[src/rtl/noc_pkg.sv]
// ============================================================================
// Module      : noc_pkg
// Description : Shared XY-NoC definitions: ID width helpers, the bus packet
//               layout shared with the encoder, and the decoder state type.
// Revision    : 1.0 - initial release
// ============================================================================
`default_nettype none

package noc_pkg;

    // Row/column ID width: clog2 of the dimension, never narrower than 1 bit
    function automatic int noc_row_w(input int num_row);
        return (num_row <= 1) ? 1 : $clog2(num_row);
    endfunction

    function automatic int noc_col_w(input int num_col);
        return (num_col <= 1) ? 1 : $clog2(num_col);
    endfunction

    // Default bus geometry used by the shared packet layout
    localparam int c_NOC_DATA_W = 16;
    localparam int c_NOC_ROW_W  = noc_row_w(4);
    localparam int c_NOC_COL_W  = noc_col_w(4);

    // Packet as it appears on the shared bus: destination header plus payload
    typedef struct packed {
        logic [c_NOC_ROW_W-1:0]    row;
        logic [c_NOC_COL_W-1:0]    col;
        logic [2*c_NOC_DATA_W-1:0] data;
    } noc_pkt_t;

    typedef enum logic [1:0] {
        IDLE   = 2'd0,
        ACTIVE = 2'd1,
        DRAIN  = 2'd2
    } dec_state_t;

endpackage

`default_nettype wire

[src/rtl/noc_fifo.sv]
// ============================================================================
// Module      : noc_fifo
// Description : Synchronous show-ahead FIFO with full/empty flags and an
//               occupancy count. Head entry is visible on pop_data at all times.
// Revision    : 1.0 - initial release
// ============================================================================
`default_nettype none

module noc_fifo #(
    parameter int WIDTH = 32,
    parameter int DEPTH = 4
) (
    input  logic             clk,
    input  logic             rstn,
    input  logic             push,
    input  logic [WIDTH-1:0] push_data,
    input  logic             pop,
    output logic [WIDTH-1:0] pop_data,
    output logic             full,
    output logic             empty,
    output logic [$clog2(DEPTH):0] count
);

    localparam int AW = $clog2(DEPTH);
    localparam logic [AW:0] c_FULL_CNT = (AW+1)'(DEPTH);

    // Pointers carry one extra wrap bit so full and empty are distinguishable
    logic [AW:0]      r_wr_ptr;
    logic [AW:0]      r_rd_ptr;
    logic [WIDTH-1:0] r_mem [DEPTH];

    logic w_do_push;
    logic w_do_pop;

    assign count     = r_wr_ptr - r_rd_ptr;
    assign full      = (count == c_FULL_CNT);
    assign empty     = (r_wr_ptr == r_rd_ptr);
    assign w_do_push = push && !full;
    assign w_do_pop  = pop && !empty;
    assign pop_data  = r_mem[r_rd_ptr[AW-1:0]];

    // Storage and pointer update; memory is cleared so the head reads zero after reset
    always_ff @(posedge clk or negedge rstn) begin
        if (!rstn) begin
            r_wr_ptr <= '0;
            r_rd_ptr <= '0;
            for (int i = 0; i < DEPTH; i++) begin
                r_mem[i] <= '0;
            end
        end else begin
            if (w_do_push) begin
                r_mem[r_wr_ptr[AW-1:0]] <= push_data;
                r_wr_ptr                <= r_wr_ptr + 1'b1;
            end
            if (w_do_pop) begin
                r_rd_ptr <= r_rd_ptr + 1'b1;
            end
        end
    end

endmodule

`default_nettype wire

[src/rtl/noc_pkt_dec.sv]
// ============================================================================
// Module      : noc_pkt_dec
// Description : XY-NoC receive-side decoder. Accepts bus packets addressed to
//               this PE's latched row/col, buffers payloads for the PE, counts
//               them against the job total and pulses done once all drained.
// Revision    : 1.0 - initial release
// ============================================================================
`default_nettype none

module noc_pkt_dec
    import noc_pkg::*;
#(
    parameter  int DATA_WIDTH = 16,
    parameter  int NUM_ROW    = 4,
    parameter  int NUM_COL    = 4,
    parameter  int FIFO_DEPTH = 4,
    localparam int ROW_W      = noc_row_w(NUM_ROW),
    localparam int COL_W      = noc_col_w(NUM_COL)
) (
    input  logic                    clk,
    input  logic                    rstn,
    input  logic                    cfg_start,
    input  logic [ROW_W-1:0]        cfg_row_id,
    input  logic [COL_W-1:0]        cfg_col_id,
    input  logic [15:0]             cfg_num_pkt,
    input  logic                    in_valid,
    input  logic [ROW_W-1:0]        in_row,
    input  logic [COL_W-1:0]        in_col,
    input  logic [2*DATA_WIDTH-1:0] in_data,
    output logic                    in_ready,
    output logic                    out_valid,
    output logic [2*DATA_WIDTH-1:0] out_data,
    input  logic                    out_ready,
    output logic                    busy,
    output logic                    done,
    output logic                    err_unexp
);

    localparam int CW = $clog2(FIFO_DEPTH) + 1;
    localparam logic [CW-1:0] c_ONE_ENTRY = CW'(1);

    dec_state_t r_state;
    dec_state_t w_state_nxt;

    logic [ROW_W-1:0] r_row_id;
    logic [COL_W-1:0] r_col_id;
    logic [15:0]      r_num_pkt;
    logic [15:0]      r_pkt_cnt;
    logic             r_err_unexp;
    logic             r_done;

    logic             w_match;
    logic             w_start;
    logic             w_accept;
    logic             w_unexp;
    logic             w_pop;
    logic             w_drain_empty;
    logic             w_done_nxt;
    logic             w_fifo_full;
    logic             w_fifo_empty;
    logic [CW-1:0]    w_fifo_count;

    assign w_match  = in_valid && (in_row == r_row_id) && (in_col == r_col_id);
    assign w_start  = (r_state == IDLE) && cfg_start;
    assign w_accept = (r_state == ACTIVE) && w_match && !w_fifo_full;
    // Outside ACTIVE a matching packet is swallowed so the shared bus never stalls
    assign w_unexp  = (r_state != ACTIVE) && w_match;
    assign w_pop    = !w_fifo_empty && out_ready;
    // No pushes happen in DRAIN, so a pop of the last entry empties the buffer
    assign w_drain_empty = w_fifo_empty || ((w_fifo_count == c_ONE_ENTRY) && w_pop);

    assign in_ready  = (r_state == ACTIVE) ? (!w_match || !w_fifo_full) : 1'b1;
    assign out_valid = !w_fifo_empty;
    assign busy      = (r_state != IDLE);
    assign done      = r_done;
    assign err_unexp = r_err_unexp;

    noc_fifo #(
        .WIDTH (2*DATA_WIDTH),
        .DEPTH (FIFO_DEPTH)
    ) u_fifo (
        .clk       (clk),
        .rstn      (rstn),
        .push      (w_accept),
        .push_data (in_data),
        .pop       (w_pop),
        .pop_data  (out_data),
        .full      (w_fifo_full),
        .empty     (w_fifo_empty),
        .count     (w_fifo_count)
    );

    // Next-state and completion-pulse decode
    always_comb begin
        w_state_nxt = r_state;
        w_done_nxt  = 1'b0;
        case (r_state)
            IDLE: begin
                if (cfg_start) begin
                    w_state_nxt = (cfg_num_pkt == 16'd0) ? DRAIN : ACTIVE;
                end
            end
            ACTIVE: begin
                if (w_accept && (r_pkt_cnt == r_num_pkt - 16'd1)) begin
                    w_state_nxt = DRAIN;
                end
            end
            DRAIN: begin
                if (w_drain_empty) begin
                    w_state_nxt = IDLE;
                    w_done_nxt  = 1'b1;
                end
            end
            default: w_state_nxt = IDLE;
        endcase
    end

    // State register and registered done pulse
    always_ff @(posedge clk or negedge rstn) begin
        if (!rstn) begin
            r_state <= IDLE;
            r_done  <= 1'b0;
        end else begin
            r_state <= w_state_nxt;
            r_done  <= w_done_nxt;
        end
    end

    // Job configuration, packet counter and sticky unexpected-packet flag
    always_ff @(posedge clk or negedge rstn) begin
        if (!rstn) begin
            r_row_id    <= '0;
            r_col_id    <= '0;
            r_num_pkt   <= '0;
            r_pkt_cnt   <= '0;
            r_err_unexp <= 1'b0;
        end else begin
            if (w_start) begin
                r_row_id  <= cfg_row_id;
                r_col_id  <= cfg_col_id;
                r_num_pkt <= cfg_num_pkt;
                r_pkt_cnt <= '0;
            end else if (w_accept) begin
                r_pkt_cnt <= r_pkt_cnt + 16'd1;
            end
            if (w_start) begin
                r_err_unexp <= 1'b0;
            end else if (w_unexp) begin
                r_err_unexp <= 1'b1;
            end
        end
    end

endmodule

`default_nettype wire

[config.mk]
export PLATFORM = sky130hd
export DESIGN_NAME = noc_pkt_dec
export DESIGN_NICKNAME = d
export VERILOG_FILES = /design/src/rtl/noc_pkg.sv /design/src/rtl/noc_fifo.sv /design/src/rtl/noc_pkt_dec.sv
export SDC_FILE = /design/constraint.sdc
export NUM_CORES = 1
export LEC_CHECK = 0
export ABC_AREA = 1
export ABC_CLOCK_PERIOD_IN_PS = 4400
export CORE_AREA = 2 2 200 202
export DETAILED_ROUTE_END_ITERATION = 6
export DIE_AREA = 0 0 202 204
export MAX_ROUTING_LAYER = met4
export RECOVER_POWER = 50
export SYNTH_ARGS = -nofsm -noshare
export SYNTH_HDL_FRONTEND = slang
export SYNTH_HIERARCHICAL = 1
export SYNTH_SLANG_ARGS = --single-unit
[constraint.sdc]
create_clock -name clk -period 4.4 [get_ports clk]
set_clock_uncertainty 0.05 [all_clocks]
set_input_delay 0.44 -clock clk [delete_from_list [all_inputs] [get_ports clk]]
set_output_delay 0.44 -clock clk [all_outputs]
set_load 0.01 [all_outputs]
==> reports/summary.log <==
[status] outcome finished with violations
[status] failing checks capacitance limit, slew limit
[synth] Async S/R FF share, synth 100%
[global_routing] initial antenna violation count 3
[critical_path] CP Data Required Time 4.67 ns
[critical_path] reg2reg start u_fifo/r_wr_ptr[0]
[synth] Yosys Warn Count 6
[power] sum of internal, switching and leakage power 7.17 mW
[timing] actual transition at the worst max-transition pin 2.43 ns
[synth] share of synthesized area occupied by flip-flops and latches 46.8%
[clocking] Clk Latency, worst-skew pair 0.44 ns
[detailed_routing] detailed-router iteration count before antenna repair 5
[clocking] CTS H-Tree Depth 4
[power] Lkg Pwr 5.36 nW
[critical_path] critical path cell sequence inv_1 -> ha_1 -> fa_1 -> nand3b_1 -> nand3_4 -> buf_4 -> nand3_2 -> nand2_1 -> nand2_1
[timing] setup repair after global routing missed its margin no
[detailed_routing] remaining number of nets flagged by the antenna check after routing 0
[layout] share of layout cells above drive strength 1 6.13%
[critical_path] worst setup path endpoint u_fifo/r_mem[120]
[synth] syn_nets 1283
[detailed_routing] drc violations 0
[place] final RePlAce weighted congestion 0.863
[clocking] count of buffers added by post-CTS timing repair for setup 0
[critical_path] worst setup path start u_fifo/r_wr_ptr[0]
[timing] total of endpoints with negative setup slack in the final report 0
[synth] Syn Std Cell Area 9310 um^2
[timing] worst hold-check slack 0.417 ns
[synth] distinct cell type count of the synthesized netlist 38
[place] DP Wirelength 17.2 mm
[layout] relative area change from synthesis to final layout 20.9%
[layout] # nets final 1330
[timing] Max Clock Freq 273 MHz
[critical_path] arrival time of the worst setup path 3.93 ns
[die] Core ar. 39200 um^2
[detailed_routing] DR WL/cell 15.9 um
[detailed_routing] via/cell ratio 4.72
[global_routing] GR Overflow Total 0
[place] number of input and output port buffers inserted 97
[synth] Syn Inst Count 1212
[timing] shortest clock period the worst path allows after layout 3.66 ns
[worst_hold_path] worst hold path type flop to flop
[global_routing] wire length of the first global-routing pass 46.3 mm
[timing] final clock period utilization by the worst path 83.2%
[die] starting utilization of the core area 23.8%
[die] number of I/O pins 98
[clocking] clock edge transition at the registers on the reported setup and hold paths 0.07 ns
[global_routing] total track usage 14.6%
[timing] final-layout setup total negative slack 0 ns
[global_routing] number of global-route vias before repair 8407
[synth] Avg Cell Area, Syn 7.68 um^2
[critical_path] most common cell type on the critical path sky130_fd_sc_hd__nand2_1
[power] P per Cell Area 637 nW/um^2
[critical_path] Worst R2R End u_fifo/r_mem[120]
[critical_path] highest cell delay on the worst timing path 1.01 ns
[critical_path] startpoint type of the worst setup path flop
[die] chip height 204 um
[clocking] cell chosen for the clock root sky130_fd_sc_hd__clkbuf_16
[die] Die Area 41200 um^2
[critical_path] WS Path Type flop to flop
[detailed_routing] total detailed-routing wirelength 28.7 mm
[timing] final hold violations 0
[detailed_routing] overall via count from detail_route 8494
[detailed_routing] count of routing violations after the opening detailed-route iteration 668
[synth] flip-flop and latch count after synthesis 174
[critical_path] number of cells on the worst reg-to-reg path 9
[timing] Worst slew margin -62.1%
[run] max-capacitance violation count 2
[clocking] TritonCTS clock tree yes
[worst_hold_path] hold path start u_fifo/r_mem[51]
[critical_path] slowest library cell on the worst path sky130_fd_sc_hd__nand3_2
[clocking] number of clock sinks 174
[critical_path] endpoint type of the worst setup path flop
[clocking] number of gates resized after CTS 0
[global_routing] pin count of the biggest net entering global routing 119
[synth] number of flops mapped to enable cells by yosys 0
[die] horizontal die dimension 202 um
[clocking] maximum buffer depth of the clock tree 2
[critical_path] R2R Setup Slk 0.74 ns
[critical_path] CP Max Fanout 88
[synth] flip-flop cell with the highest count after synthesis sky130_fd_sc_hd__dfrtp_1
[worst_hold_path] hold path cells 2
[power] maximum vdd drop 0.499 mV
[clocking] Inserted Clock Buffers 17
[clocking] CTS Hold Bufs 0
[die] number of core rows 73
[layout] Layout fillers 4176
[timing] max-slew violation count 142
==> cell families (layout without fill, tap and decap cells) <==
group | count (synthesis) | in the layout | synth area share, %
flops | 174 | 174 | 46.8
buf+inv | 152 | 212 | 7.30
xor+xnor | 14 | 14 | 1.32
other cells | 0 | 3 | 0
simple gates | 725 | 725 | 35.3
fa+ha+maj | 10 | 10 | 1.42
compound gates | 137 | 137 | 7.94
==> critical path: cells and delay by family, from the launching register on <==
kind,cells,cell delay [ns]
flip-flops,1,0.39
adder cells (fa/ha/maj),2,0.59
AND/OR/NAND/NOR,5,1.67
buffers and inverters,2,0.80
==> worst min path at each step <==
| stage | to | slack [ns] |
|---|---|---|
| after global placement | u_fifo/r_mem[75] | 0.40 |
| after CTS | r_num_pkt[4] | 0.07 |
| final | u_fifo/r_mem[51] | 0.42 |
| after floorplan | done | 0.09 |
| after detailed placement | u_fifo/r_mem[83] | 0.40 |
| after global routing | u_fifo/r_mem[88] | 0.43 |
==> cell usage after synthesis, types with 7 or more instances <==
master                       n  area [um^2]
sky130_fd_sc_hd__ha_1        9          113
sky130_fd_sc_hd__o22ai_1    32          200
sky130_fd_sc_hd__nor4_1      7         43.8
sky130_fd_sc_hd__o21ai_0    90          450
sky130_fd_sc_hd__nor3_1     14         70.1
sky130_fd_sc_hd__clkbuf_1   38          143
sky130_fd_sc_hd__a21oi_1     8         40.0
sky130_fd_sc_hd__nand4_1   134          838
sky130_fd_sc_hd__buf_2      28          140
sky130_fd_sc_hd__inv_1      61          229
sky130_fd_sc_hd__nand2_1   412         1550
sky130_fd_sc_hd__nand3_1    22          110
sky130_fd_sc_hd__buf_1       8         30.0
sky130_fd_sc_hd__dfrtp_1   174         4350
sky130_fd_sc_hd__buf_6       8         90.1
sky130_fd_sc_hd__xor2_1     11         96.3
sky130_fd_sc_hd__nor2_1    106          398
==> flip-flops by register name, indices dropped and copies added, names as in the netlist <==
signal and cells:
done 1, err_unexp 1, r_col_id 2, r_num_pkt 16
r_pkt_cnt 16, r_row_id 2, r_state 2, u_fifo/r_mem 128
u_fifo/r_rd_ptr 3, u_fifo/r_wr_ptr 3
==> cells in the final DEF (no fill, tap or decap), types with 9 or more instances in the layout <==
cell type and n:
sky130_fd_sc_hd__ha_1 9, sky130_fd_sc_hd__dfrtp_1 173, sky130_fd_sc_hd__o22ai_1 32, sky130_fd_sc_hd__nand3_1 22
sky130_fd_sc_hd__clkbuf_16 17, sky130_fd_sc_hd__inv_1 61, sky130_fd_sc_hd__nor2_1 106, sky130_fd_sc_hd__nand2_1 412
sky130_fd_sc_hd__clkdlybuf4s50_1 96, sky130_fd_sc_hd__nor3_1 14, sky130_fd_sc_hd__nand4_1 134, sky130_fd_sc_hd__xor2_1 11
sky130_fd_sc_hd__buf_4 12, sky130_fd_sc_hd__o21ai_0 90
==> layout make-up <==
type | instances | area [um^2] | area share [%]
Sequential cell | 174 | 4360 | 38.7
Multi-Input combinational cell | 886 | 4280 | 38.1
Timing Repair Buffer | 112 | 1090 | 9.66
Tap cell | 525 | 657 | 5.83
Clock buffer | 18 | 439 | 3.90
Inverter | 68 | 258 | 2.29
Clock inverter | 14 | 170 | 1.51
Antenna cell | 3 | 7.51 | 0.0667
==> metrics by stage <==
stage	setup WS (ns)	instance area, um^2	instances	utilization [%]
final	0.737	11300	1800	28.7
after global routing	0.387	11300	1800	28.7
after floorplan	1.35	9310	1212	-
after detailed placement	0.659	10700	1765	27.2
after global placement	0.718	10700	1765	27.2
after CTS	0.649	11300	1797	28.8
==> where the power goes <==
group          leakage [nW]  internal, mW  total (mW)  switching, mW
Combinational          2.70          1.16        3.35           2.19
Clock                 0.297         0.832        1.60          0.764
Sequential             2.36          1.98        2.23          0.254
==> routing by layer <==
metal / routed length (um) / GRT usage [%] / vias to the layer above
li1: - / - / 4156
met1: 13300 / 18.8 / 4069
met2: 13300 / 23.3 / 244
met3: 1730 / 3.14 / 25
met4: 406 / 4.10 / 0
met5: 0 / - / -
Power figures use the tool's default switching activity.
